===== config.mk =====
export PLATFORM = sky130hd
export DESIGN_NAME = matrix_vector_loader
export DESIGN_NICKNAME = d
export VERILOG_FILES = /design/src/rtl/mvm_pkg.sv /design/src/rtl/matrix_vector_loader.sv
export SDC_FILE = /design/constraint.sdc
export NUM_CORES = 1
export LEC_CHECK = 0
export CAP_MARGIN = 5
export CELL_PAD_IN_SITES_DETAIL_PLACEMENT = 0
export CELL_PAD_IN_SITES_GLOBAL_PLACEMENT = 2
export CORE_MARGIN = 3
export CORE_UTILIZATION = 31
export DETAILED_ROUTE_END_ITERATION = 8
export GPL_TIMING_DRIVEN = 0
export PLACE_DENSITY = 0.84
export SETUP_SLACK_MARGIN = 0.5
export SYNTH_ARGS = -nofsm -noshare
export SYNTH_HDL_FRONTEND = slang
export SYNTH_SLANG_ARGS = --single-unit

===== constraint.sdc =====
create_clock -name clk -period 2.6 [get_ports clk]
set_input_delay 0.52 -clock clk [delete_from_list [all_inputs] [get_ports clk]]
set_output_delay 0.52 -clock clk [all_outputs]
set_load 0.05 [all_outputs]

===== src/rtl/mvm_pkg.sv =====
// Shared types for the matrix-vector datapath: loader FSM states, frame size helper, operand typedefs.
// Pure declarations; no timing or flow control here.
package mvm_pkg;

  localparam int DEF_DATA_WIDTH = 8;
  localparam int DEF_MAT_ROW    = 2;
  localparam int DEF_MAT_COL    = 2;

  function automatic int mvm_nm(input int rows, input int cols);
    return rows * cols;
  endfunction

  localparam int DEF_NM = mvm_nm(DEF_MAT_ROW, DEF_MAT_COL);

  typedef enum logic [1:0] {
    LOAD_MAT = 2'd0,
    LOAD_VEC = 2'd1,
    HOLD     = 2'd2
  } mvm_state_t;

  typedef logic [DEF_DATA_WIDTH-1:0] elem_t;
  typedef elem_t [DEF_MAT_COL-1:0] vec_t;
  typedef elem_t [DEF_MAT_ROW-1:0][DEF_MAT_COL-1:0] mat_t;

endpackage


===== src/rtl/matrix_vector_loader.sv =====
// Packs a serial element stream into a register-held matrix + vector; out_valid one cycle after the last beat.
// in_ready/out_valid decode from state only; in_ready drops for the whole HOLD until out_ready handshakes.
module matrix_vector_loader
  import mvm_pkg::*;
#(
  parameter int DATA_WIDTH = 8,
  parameter int MAT_ROW    = 2,
  parameter int MAT_COL    = 2
) (
  input  logic                                       clk,
  input  logic                                       rst_n,
  input  logic [DATA_WIDTH-1:0]                      in_data,
  input  logic                                       in_valid,
  input  logic                                       in_last,
  output logic                                       in_ready,
  output logic [MAT_ROW-1:0][MAT_COL-1:0][DATA_WIDTH-1:0] mat,
  output logic [MAT_COL-1:0][DATA_WIDTH-1:0]         vec,
  output logic                                       out_valid,
  input  logic                                       out_ready,
  output logic                                       frame_err
);

  localparam int NM = mvm_nm(MAT_ROW, MAT_COL);
  localparam int CW = $clog2(NM + 1);
  localparam logic [CW-1:0] MAT_LAST = CW'(NM - 1);
  localparam logic [CW-1:0] VEC_LAST = CW'(MAT_COL - 1);

  mvm_state_t    state_q, state_d;
  logic [CW-1:0] cnt_q, cnt_d;
  logic          accept;
  logic          final_beat;

  assign in_ready  = (state_q != HOLD);
  assign out_valid = (state_q == HOLD);

  always_comb begin
    accept     = in_valid && in_ready;
    final_beat = (state_q == LOAD_VEC) && (cnt_q == VEC_LAST);
    state_d    = state_q;
    cnt_d      = cnt_q;
    case (state_q)
      LOAD_MAT: begin
        if (accept) begin
          if (cnt_q == MAT_LAST) begin
            state_d = LOAD_VEC;
            cnt_d   = '0;
          end else begin
            cnt_d = cnt_q + 1'b1;
          end
        end
      end
      LOAD_VEC: begin
        if (accept) begin
          if (cnt_q == VEC_LAST) begin
            state_d = HOLD;
            cnt_d   = '0;
          end else begin
            cnt_d = cnt_q + 1'b1;
          end
        end
      end
      HOLD: begin
        if (out_ready) state_d = LOAD_MAT;
      end
      default: begin
        state_d = LOAD_MAT;
        cnt_d   = '0;
      end
    endcase
  end

  always_ff @(posedge clk) begin
    if (!rst_n) begin
      state_q   <= LOAD_MAT;
      cnt_q     <= '0;
      mat       <= '0;
      vec       <= '0;
      frame_err <= 1'b0;
    end else begin
      state_q   <= state_d;
      cnt_q     <= cnt_d;
      // in_last is advisory only: flag any disagreement with the counter's idea of the frame end
      frame_err <= accept && (in_last != final_beat);
      if (accept && state_q == LOAD_MAT) begin
        for (int r = 0; r < MAT_ROW; r++) begin
          for (int c = 0; c < MAT_COL; c++) begin
            if (cnt_q == CW'(r * MAT_COL + c)) mat[r][c] <= in_data;
          end
        end
      end
      if (accept && state_q == LOAD_VEC) begin
        for (int j = 0; j < MAT_COL; j++) begin
          if (cnt_q == CW'(j)) vec[j] <= in_data;
        end
      end
    end
  end

endmodule


==> summary.txt <==
Run status
  – Status: completed

Synthesis
  – Post-synthesis mux area share: 22.31%
  – Post-Synth Simple-Gate Area: 17.46%
  – Post-synthesis sequential area ratio: 48.19%
  – Yosys cell types: 32
  – XOR/XNOR Fraction of Synth Area: 0%
  – Area contributors post-synth: dfxtp_1 48%, mux2i_1 22%, nand2_1 8.0%
  – Synthesized flop and latch total: 54
  – Area leader, netlist: dfxtp_1
  – Compound-Gate Fraction of Synth Area: 3.514%
  – Synth Area in Adders: 3.346%
  – Mapped Area: 2243 um2
  – Post-Synthesis Cells: 216
  – Top-area cell type share of the netlist area: 48.19%
  – Number of warnings issued by yosys: 0
  – Largest family of logic cells by synthesized area: multiplexers
  – Post-synthesis net count: 235
  – Syn avg cell area: 10.39 um2

Pwr
  – Leak Pwr: 0.001203 uW
  – Clk network pwr share: 31.3%
  – Internal Dissipation: 1164 uW
  – Comb pwr share: 15.5%
  – Reg power frac: 53.2%
  – Sw Share: 28.44%
  – Worst VDD drop: 180.3 uV
  – Total power: 1627 uW
  – Pwr dens: 527.5 nW/um2
  – P_sw: 462.7 uW

Clock network
  – H-tree depth: 2
  – CTS Root Buffer Type: clkbuf_8
  – CTS tree: yes
  – Clk pin slew, worst setup/hold paths: 0.10 ns
  – Worst-skew pair later-pin latency: 0.31 ns
  – Clk sinks: 54
  – Num CTS Buffers: 5
  – CTS Hold Buffers Added: 0
  – Longest Clk Path Bufs: 2

Floorplanning
  – Die Y: 91.07 um
  – Initial Utilization: 32.48%
  – Area of the core: 6907 um2
  – Die area: 8294 um2
  – Die X-Extent: 91.07 um
  – Rows: 30
  – Ports: 64

Route
  – Via Count: 1663
  – Mean routed wirelength per cell: 13.69 um
  – Drt pass-1 iters: 4
  – DR WL met2: 2.405 mm
  – WL final: 5.228 mm
  – Met3 WL: 218 um
  – M1 WL: 2.516 mm
  – ANT nets after route: 0
  – Max Used Layer: met4
  – DRC Markers: 0
  – Vias per cell: 4.353
  – Number of DRC markers in iteration 0: 51

Timing
  – Skew final: 0.007465 ns
  – Hold Vio Cnt, Final: 0
  – Worst setup margin: 0.5788 ns
  – Min Hold Slack: 0.4628 ns
  – Worst slew margin: 64.64%
  – Unrepaired setup endpoints after global routing: false
  – Period utilization: 77.74%
  – Peak Freq: 0.4948 GHz
  – Crit path time final: 2.021 ns
  – Setup TNS: 0 ns
  – Count of pins over their slew limit: 0
  – Tightest Pin Transition: 0.5288 ns
  – Finish-stage setup viols: 0

Placed design
  – Worst slack, placed: 0.4466 ns
  – DP HPWL: 3.921 mm
  – Routability cong.: 0.7233
  – Area after DPL: 2984 um2
  – I/O Buffers: 62

Flow run
  – Max_cap viols: 0

Global route
  – Largest net degree at the start of global routing: 18
  – Tot GR Track Use: 13.28%
  – Total grt overflow: 0
  – Initial antenna violation count: 0
  – First-pass GRT wire length: 8.797 mm
  – Vias in the first global route: 1694

Worst setup path
  – Worst reg2reg path depth: 6
  – Worst path buffer plus inverter count: 1
  – Critical Path Max Stage Delay: 0.81 ns
  – Delay-heaviest family, CP: buffers and inverters
  – Crit path kind: reg -> out
  – Slowest library cell on the worst path: clkdlybuf4s50_1
  – Critical Path End Type: output port
  – Arr. time, crit path: 1.50 ns
  – Critical path data required time: 2.08 ns
  – Setup crit start kind: flip-flop
  – Crit-path cells: clkdlybuf4s50_1
  – WP depth: 1
  – CP Max Fanout: 2

Worst hold path
  – Hold crit path type: reg -> reg
  – Worst Hold Depth: 2

Cells and area
  – Nets: 304
  – Area grow syn2layout: 37.48%
  – Commonest non-fill, non-tap cell in the layout: clkdlybuf4s50_1
  – Footprint of the multi-input gates: 1046 um2
  – # diodes: 0
  – FF/Latch Area: 1082 um2
  – Final Cell Area: 3084 um2
  – Share of cells above drive strength 1: 9.441%
  – Most frequent cells in the layout: 60 x clkdlybuf4s50_1, 53 x dfxtp_1, 50 x mux2i_1
  – Filler Cell Count: 707
-- worst register-to-register path, stage by stage (launching register included) --
cell and delay (ns):
dfxtp_1 0.42, ha_1 0.20, ha_1 0.19, and4bb_2 0.22, buf_4 0.18, mux2i_1 0.21, nor2_1 0.05
-- final timing paths --
path / startpoint / slack [ns] / to
setup / recovery: vec[2] / 0.58 / vec[2]
hold / removal: vec[7] / 0.46 / vec[7]
setup reg to reg: cnt_q[0] / 1.04 / mat[28]
hold reg to reg: vec[7] / 0.46 / vec[7]
-- power by group through the flow --
stage	Clock, uW	Combinational, uW	Sequential, uW
2_1_floorplan	0	93.7	957
3_3_place_gp	0	256	885
3_5_place_dp	0	255	885
4_1_cts	529	256	866
5_1_grt	556	272	869
6_report	510	252	865
-- area by class of cell --
type                            count  share of cell area [%]
Inverter                            7                  0.8519
Multi-Input combinational cell    144                   33.91
Clock buffer                        6                   2.677
Timing Repair Buffer               62                   20.00
Sequential cell                    54                   35.09
Clock inverter                      2                  0.5680
Buffer                             11                   3.002
Tap cell                           96                   3.895
-- kinds of logic after synthesis --
logic type,after synthesis
simple gates,78
flops,54
mux,50
buf+inv,18
compound gates,10
fa+ha+maj,6
-- flip-flops by register name, summed over array words and instances (netlist names) --
signal / count
state_q: 2
vec: 16
cnt_q: 3
mat: 32
frame_err: 1
-- metrics by stage --
stage,utilization (%),std cells
6_report,44.66,382
5_1_grt,44.66,382
4_1_cts,44.69,382
3_5_place_dp,43.21,374
3_3_place_gp,43.21,374
2_1_floorplan,-,216
-- metal layers --
layer,track usage (%),up-vias
met5,0,-
met4,4.899,0
met3,3.645,6
met2,21.58,40
met1,16.79,764
li1,-,853
-- synthesized netlist by cell type --
| library cell | number |
|---|---|
| dfxtp_1 | 54 |
| mux2i_1 | 50 |
| nand2_1 | 48 |
| nor2_1 | 13 |
| ha_1 | 6 |
| inv_1 | 6 |
| clkbuf_1 | 5 |
| nand3_4 | 3 |
| a22o_1 | 2 |
| and2b_1 | 2 |
| and3_4 | 2 |
| buf_12 | 2 |
| buf_4 | 2 |
| nand2b_1 | 2 |
| o22ai_1 | 2 |
| a211oi_2 | 1 |
| a21oi_1 | 1 |
| a31o_2 | 1 |
| a32o_1 | 1 |
| and4bb_2 | 1 |
| buf_2 | 1 |
| buf_6 | 1 |
| clkinv_1 | 1 |
| nand3b_1 | 1 |
| nand4_1 | 1 |
| nor2_2 | 1 |
| nor2b_1 | 1 |
| nor2b_2 | 1 |
| nor3_1 | 1 |
| nor3b_1 | 1 |
| o21a_1 | 1 |
| o21ai_0 | 1 |
-- repair_timing --
action,4_1_cts,5_1_grt
gates resized for setup,6,4
endpoints found under the setup margin,2,2
setup buffers,0,0
(Power assumes the default switching activity.)
